--- config.mk ---
export PLATFORM = sky130hd
export DESIGN_NAME = diag_spi_controller
export DESIGN_NICKNAME = d
export VERILOG_FILES = /design/src/rtl/diag_spi_controller.sv
export SDC_FILE = /design/constraint.sdc
export NUM_CORES = 1
export LEC_CHECK = 0
export CAP_MARGIN = 10
export CORE_ASPECT_RATIO = 1.75
export CORE_MARGIN = 3
export CORE_UTILIZATION = 45
export DETAILED_ROUTE_END_ITERATION = 12
export GPL_TIMING_DRIVEN = 0
export PLACE_DENSITY = 0.76
export SLEW_MARGIN = 30
export SYNTH_ARGS = -nofsm -noshare
export SYNTH_HDL_FRONTEND = slang
export SYNTH_SLANG_ARGS = --single-unit
--- constraint.sdc ---
create_clock -name clk -period 3.2 [get_ports clk]
set_clock_uncertainty 0.2 [all_clocks]
set_input_delay 0.48 -clock clk [delete_from_list [all_inputs] [get_ports clk]]
set_output_delay 0.48 -clock clk [all_outputs]
set_load 0.1 [all_outputs]
--- src/rtl/diag_spi_controller.sv ---
// SPI-slave diagnostics port: CPU halt, RAM/VRAM access, config select.
// Optional ECHO opcode (0x08) is compiled in with `define DIAG_ECHO_EN.
module diag_spi_controller #(
  parameter int ADDR_W  = 16,
  parameter int VRAM_AW = 11,
  parameter int CFG_W   = 5
) (
  input  logic               clk,
  input  logic               rst,
  output logic               halt,
  input  logic               spi_cs_n,
  input  logic               spi_clk,
  input  logic               spi_in,
  output logic               spi_out,
  output logic [ADDR_W-1:0]  ram_addr,
  input  logic [7:0]         ram_rdata,
  output logic [7:0]         ram_wdata,
  output logic               ram_we,
  output logic               ram_cs,
  input  logic [CFG_W-1:0]   configuration,
  output logic [VRAM_AW-1:0] vram_addr,
  input  logic [7:0]         vram_rdata,
  output logic               vram_clk,
  output logic [CFG_W-1:0]   config_byte,
  input  logic [VRAM_AW-1:0] vram_size,
  input  logic               ram_disable_in,
  output logic               ram_disable_out,
  input  logic               rom_disable_in,
  output logic               rom_disable_out
);

  typedef enum logic [3:0] {
    S_IDLE,
    S_RD_AH,
    S_RD_AL,
    S_RD_DATA,
    S_WR_AH,
    S_WR_AL,
    S_WR_DATA,
    S_VRAM,
    S_SETCFG,
    S_ECHO,
    S_WAIT
  } state_t;

  logic [1:0] sclk_sync_q;
  logic [1:0] cs_sync_q;
  logic [1:0] mosi_sync_q;
  logic       sclk_prev_q;

  state_t              state_q, state_d;
  logic [2:0]          bit_cnt_q, bit_cnt_d;
  logic [6:0]          rx_sh_q, rx_sh_d;
  logic [7:0]          tx_sh_q, tx_sh_d;
  logic [ADDR_W-1:0]   addr_q, addr_d;
  logic [7:0]          addr_hi_q, addr_hi_d;
  logic [1:0]          rd_stage_q, rd_stage_d;
  logic                halt_q, halt_d;
  logic                ram_cs_q, ram_cs_d;
  logic                ram_we_q, ram_we_d;
  logic [ADDR_W-1:0]   ram_addr_q, ram_addr_d;
  logic [7:0]          ram_wdata_q, ram_wdata_d;
  logic [VRAM_AW-1:0]  vram_addr_q, vram_addr_d;
  logic [CFG_W-1:0]    cfg_q, cfg_d;
  logic                ram_dis_q, ram_dis_d;
  logic                rom_dis_q, rom_dis_d;

  logic                cs_act;
  logic                mosi;
  logic                sclk_rise;
  logic                sclk_fall;
  logic                rx_valid;
  logic [7:0]          rx_byte;
  logic [VRAM_AW-1:0]  vram_next;
  logic [7:0]          resp;
  logic                rd_issue;

  always_ff @(posedge clk) begin
    if (rst) begin
      sclk_sync_q <= 2'b00;
      cs_sync_q   <= 2'b11;
      mosi_sync_q <= 2'b00;
      sclk_prev_q <= 1'b0;
    end else begin
      sclk_sync_q <= {sclk_sync_q[0], spi_clk};
      cs_sync_q   <= {cs_sync_q[0], spi_cs_n};
      mosi_sync_q <= {mosi_sync_q[0], spi_in};
      sclk_prev_q <= sclk_sync_q[1];
    end
  end

  assign cs_act    = ~cs_sync_q[1];
  assign mosi      = mosi_sync_q[1];
  assign sclk_rise = cs_act & sclk_sync_q[1] & ~sclk_prev_q;
  assign sclk_fall = cs_act & ~sclk_sync_q[1] & sclk_prev_q;
  assign rx_valid  = sclk_rise && (bit_cnt_q == 3'd7);
  assign rx_byte   = {rx_sh_q, mosi};
  assign vram_next = vram_addr_q + VRAM_AW'(1);

  always_comb begin
    state_d     = state_q;
    bit_cnt_d   = bit_cnt_q;
    rx_sh_d     = rx_sh_q;
    tx_sh_d     = tx_sh_q;
    addr_d      = addr_q;
    addr_hi_d   = addr_hi_q;
    rd_stage_d  = {rd_stage_q[0], 1'b0};
    halt_d      = halt_q;
    ram_cs_d    = 1'b0;
    ram_we_d    = 1'b0;
    ram_addr_d  = ram_addr_q;
    ram_wdata_d = ram_wdata_q;
    vram_addr_d = vram_addr_q;
    cfg_d       = cfg_q;
    ram_dis_d   = ram_dis_q;
    rom_dis_d   = rom_dis_q;
    resp        = 8'h00;
    rd_issue    = 1'b0;

    if (sclk_rise) begin
      bit_cnt_d = bit_cnt_q + 3'd1;
      rx_sh_d   = rx_byte[6:0];
    end
    // No shift on the falling edge that ends a byte: the freshly
    // loaded response MSB must survive until the next first edge.
    if (sclk_fall && bit_cnt_q != 3'd0) begin
      tx_sh_d = {tx_sh_q[6:0], 1'b0};
    end
    if (rd_stage_q[1]) begin
      tx_sh_d = ram_rdata;
    end

    if (rx_valid) begin
      unique case (state_q)
        S_IDLE: begin
          state_d = S_WAIT;
          case (rx_byte)
            8'h01: halt_d = 1'b1;
            8'h02: halt_d = 1'b0;
            8'h03: state_d = S_RD_AH;
            8'h04: state_d = S_WR_AH;
            8'h05: begin
              vram_addr_d = '0;
              state_d     = S_VRAM;
            end
            8'h06: state_d = S_SETCFG;
            8'h07: resp = 8'({rom_dis_q, ram_dis_q, cfg_q});
`ifdef DIAG_ECHO_EN
            8'h08: state_d = S_ECHO;
`endif
            default: state_d = S_WAIT;
          endcase
        end
        S_RD_AH: begin
          addr_hi_d = rx_byte;
          state_d   = S_RD_AL;
        end
        S_RD_AL: begin
          addr_d   = ADDR_W'({addr_hi_q, rx_byte});
          rd_issue = 1'b1;
          state_d  = S_RD_DATA;
        end
        S_RD_DATA: begin
          addr_d   = addr_q + ADDR_W'(1);
          rd_issue = 1'b1;
        end
        S_WR_AH: begin
          addr_hi_d = rx_byte;
          state_d   = S_WR_AL;
        end
        S_WR_AL: begin
          addr_d  = ADDR_W'({addr_hi_q, rx_byte});
          state_d = S_WR_DATA;
        end
        S_WR_DATA: begin
          if (halt_q) begin
            ram_cs_d    = 1'b1;
            ram_we_d    = 1'b1;
            ram_addr_d  = addr_q;
            ram_wdata_d = rx_byte;
          end
          addr_d = addr_q + ADDR_W'(1);
        end
        S_VRAM: begin
          resp        = vram_rdata;
          vram_addr_d = (vram_next >= vram_size) ? '0 : vram_next;
        end
        S_SETCFG: begin
          cfg_d     = rx_byte[CFG_W-1:0];
          ram_dis_d = rx_byte[5];
          rom_dis_d = rx_byte[6];
          state_d   = S_WAIT;
        end
        S_ECHO: resp = rx_byte;
        S_WAIT: ;
        default: state_d = S_IDLE;
      endcase
      tx_sh_d = resp;
      // RAM data lands two cycles later and overwrites the zero above.
      if (rd_issue && halt_q) begin
        ram_cs_d   = 1'b1;
        ram_addr_d = addr_d;
        rd_stage_d = 2'b01;
      end
    end

    if (!cs_act) begin
      bit_cnt_d  = 3'd0;
      state_d    = S_IDLE;
      tx_sh_d    = 8'h00;
      rd_stage_d = 2'b00;
    end
  end

  always_ff @(posedge clk) begin
    if (rst) begin
      state_q     <= S_IDLE;
      bit_cnt_q   <= 3'd0;
      rx_sh_q     <= '0;
      tx_sh_q     <= 8'h00;
      addr_q      <= '0;
      addr_hi_q   <= 8'h00;
      rd_stage_q  <= 2'b00;
      halt_q      <= 1'b0;
      ram_cs_q    <= 1'b0;
      ram_we_q    <= 1'b0;
      ram_addr_q  <= '0;
      ram_wdata_q <= 8'h00;
      vram_addr_q <= '0;
      cfg_q       <= configuration;
      ram_dis_q   <= ram_disable_in;
      rom_dis_q   <= rom_disable_in;
    end else begin
      state_q     <= state_d;
      bit_cnt_q   <= bit_cnt_d;
      rx_sh_q     <= rx_sh_d;
      tx_sh_q     <= tx_sh_d;
      addr_q      <= addr_d;
      addr_hi_q   <= addr_hi_d;
      rd_stage_q  <= rd_stage_d;
      halt_q      <= halt_d;
      ram_cs_q    <= ram_cs_d;
      ram_we_q    <= ram_we_d;
      ram_addr_q  <= ram_addr_d;
      ram_wdata_q <= ram_wdata_d;
      vram_addr_q <= vram_addr_d;
      cfg_q       <= cfg_d;
      ram_dis_q   <= ram_dis_d;
      rom_dis_q   <= rom_dis_d;
    end
  end

  assign halt            = halt_q;
  assign spi_out         = tx_sh_q[7];
  assign ram_addr        = ram_addr_q;
  assign ram_wdata       = ram_wdata_q;
  assign ram_we          = ram_we_q;
  assign ram_cs          = ram_cs_q;
  assign vram_addr       = vram_addr_q;
  assign vram_clk        = clk;
  assign config_byte     = cfg_q;
  assign ram_disable_out = ram_dis_q;
  assign rom_disable_out = rom_dis_q;

endmodule

==> flow_summary_export.csv <==
group,metric,value,unit
outcome,status,"completed",
critical_path,startpoint,"vram_addr[2]",
final_layout,fin_util,0.596,
critical_path,endpoint_kind,"flop",
floorplanning,die_y,149,um
clocking,path_clk_slew,70,ps
floorplanning,start_util,0.466,
floorplanning,boundaryPins,86,
sta,maxSlewViolCount,0,
yosys,syn-num-nets,697,
sta,postLayoutSetupSlackWorst,88.5,ps
critical_path,endpoint,"vram_addr[1]",
route,drt_iter0_drc,340,
critical_path,cp.required,3380,ps
placed_design,gp_congestion,0.939,
yosys,synthSimpleGateAreaFrac,0.220,
yosys,synthMuxAreaShare,0.0737,
sta,finalSetupViolations,0,
critical_path,rr_startpoint,"vram_addr[2]",
yosys,synthTopCellsByArea,"dfxtp_1 (35%), mux2i_1 (6.1%), nor2_1 (5.8%), a21oi_1 (5.6%), o21ai_0 (4.8%)",
yosys,syn-instance-count,642,
critical_path,cp.depth,11,
route,drt_pass1_iterations,5,
sta,fin_crit,3110,ps
clocking,cts_tree,"done",
critical_path,ff2ff_setup_slack,90,ps
critical_path,worst-path-buf-inv,1,
yosys,synth_common_cells,"dfxtp_1 (93), nor2_1 (81), a21oi_1 (59), nand2_1 (59), o21ai_0 (51)",
flow_run,cap_violations,0,
pwr,power_density,423,nW/um^2
yosys,yosys_warnings,0,
yosys,synth.avg_cell_area,8.20,sq um
grt,antenna_found_initial,0,
critical_path,path_class,"reg2reg",
clocking,cts_hold_buf,0,
critical_path,crit_family,"compound AO/OA/AOI/OAI gates",
floorplanning,placementRows,51,
critical_path,crit_slowest_cell,"dfxtp_4",
yosys,synth_area_leader_cell,"dfxtp_1",
grt,grt_pass1_vias,5200,
final_layout,area_growth,27.8,%
hold_path,hold_class,"reg2reg",
route,drt_wl_total,17.0,mm
critical_path,worstPathCellList,"and3_1 -> nand3_2 -> nor2_1 -> xor2_1 -> ha_1 -> a21o_1 -> a2111oi_2 -> o21ai_1 -> buf_4 -> or3_1 -> a21oi_1",
route,drc,0,
critical_path,cp_max_fo,10,
final_layout,diodes,0,
sta,worst_hold_slack,207,ps
pwr,p_leak,2.50,nW
grt,grt_max_degree,17,
yosys,synth_fa_ha_area_frac,0.0380,
critical_path,max_stage_delay,400,ps
sta,min_period_over_period,0.972,
yosys,yosys_most_used_dff,"dfxtp_1",
yosys,async_reset_ff_frac,0,
yosys,synth_edf_count,7,
grt,grt_pass1_wl,26.3,mm
sta,hold_viol,0,
clocking,clock_latency,460,ps
floorplanning,dieArea,13100,sq um
critical_path,reg2reg_depth,11,
pwr,peakVddDrop,0.000441,V
critical_path,rr_endpoint,"vram_addr[1]",
yosys,synth_top_family_by_area,"simple AND/OR/NAND/NOR gates",
yosys,synth_cell_types,63,
route,drtAntennaViolNets,0,
final_layout,layout-drive-gt1-share,0.0870,
yosys,synth_xor_area_frac,0.0266,
grt,grt_util_all_layers,0.266,
critical_path,start_kind,"flop",
yosys,synth_compound_area_frac,0.202,
sta,worst_pin_slew,997,ps
floorplanning,die_x,87.8,um
yosys,synth_seq_cells,100,
grt,grt_overflow,0,
critical_path,worstPathArrival,3290,ps
route,routed_via_density,5.92,
yosys,synth.top_cell.area_share,0.354,
route,wl_per_cell,19.4,um
placed_design,preCtsSetupSlack,-234,ps
route,vias,5201,
yosys,syn_area,5270,sq um
sta,slew_headroom,0.333,
yosys,yosysSeqAreaShare,0.393,
placed_design,dp_hpwl,12.8,mm
placed_design,port_buffers,85,
final_layout,nNetsFinal,797,
sta,timing.fmax,321,MHz
yosys,synth_most_common_cell,"dfxtp_1",
floorplanning,core,11300,sq um
## cell type report
| cell class | instances | area [sq um] |
|---|---|---|
| fillers | 1019 | 4570 |
| multi-input cells | 481 | 2990 |
| flip-flops and latches | 100 | 2100 |
| repair buffers | 86 | 856 |
| clock buffers | 14 | 315 |
| plain buffers | 40 | 169 |
| well taps | 132 | 165 |
| inverters | 20 | 75.1 |
| clock inverters | 6 | 65.1 |
## what timing repair did
action / in CTS / in global routing
pin swaps: 0 / 1
setup endpoints to repair: 12 / 6
buffers inserted: 0 / 2
resized for setup: 8 / 7
## placed cells by master, fill, tap and decap left out, drive strengths merged, types with 11 or more instances in the layout
cell type      count
ha                16
a31oi             11
clkdlybuf4s50     84
a21oi             60
mux2i             32
inv               20
buf               16
nor2              81
dfxtp             93
o21ai             55
clkbuf            39
nand2             59
nor3              11
nand3             15
## stage by stage
stage | TNS, ps | cells | cell area (sq um) | total power [mW]
detailed placement | -993 | 859 | 6300 | 1.60
finish | 0 | 879 | 6730 | 2.84
global route | -9.16 | 879 | 6730 | 2.93
floorplan | 0 | 642 | 5290 | 1.50
CTS | 0 | 877 | 6690 | 2.86
global placement | -254 | 859 | 6300 | 1.60
## power breakdown
part           switching, mW  leakage (nW)  total [mW]  internal (mW)
Sequential           0.00876         0.828        1.27           1.27
Combinational         0.0908          1.49       0.158         0.0674
Clock                  0.614         0.191        1.41          0.798
## worst register-to-register path, stage by stage, from the launching register on
cell and delay, ps:
dfxtp_4 400, and3_1 210, nand3_2 150, nor2_1 160, xor2_1 240, ha_1 290, a21o_1 200, a2111oi_2 370
o21ai_1 160, buf_4 200, or3_1 310, a21oi_1 150
## state kept, by name, summed over array words and instances (netlist names), 5 cells and up
name         count
ram_addr        16
tx_sh_q          8
rx_sh_q          7
addr_q          16
vram_addr       11
config_byte      5
ram_wdata        8
addr_hi_q        8
## kinds of logic (layout without fill, tap and decap cells)
group                      after synthesis  after routing
AOI/OAI and AO/OA                      176            176
xor gates and xnor gates                16             16
adders and majority gates               16             16
buffers and inverters                   61            166
DFF                                    100            100
muxes                                   38             38
and+or+nand+nor                        235            235
## metal layers
metal / track usage / up-vias / part of all wire
met5: 0 / - / 0
met4: 0.175 / 0 / 0.055
met3: 0.0520 / 56 / 0.051
met2: 0.481 / 218 / 0.54
met1: 0.265 / 2432 / 0.35
li1: - / 2495 / -
## worst min-delay path by stage
stage | start | end | slack (ps) | cells past startpoint
final | cs_sync_q[0] | cs_sync_q[1] | 210 | 1
after global routing | cs_sync_q[0] | cs_sync_q[1] | 210 | 1
after CTS | cs_sync_q[0] | cs_sync_q[1] | 210 | 1
after detailed placement | cs_sync_q[0] | cs_sync_q[1] | 190 | 1
after global placement | cs_sync_q[0] | cs_sync_q[1] | 190 | 1
after floorplan | cs_sync_q[0] | cs_sync_q[1] | 190 | 1
(Power assumes the default switching activity.)
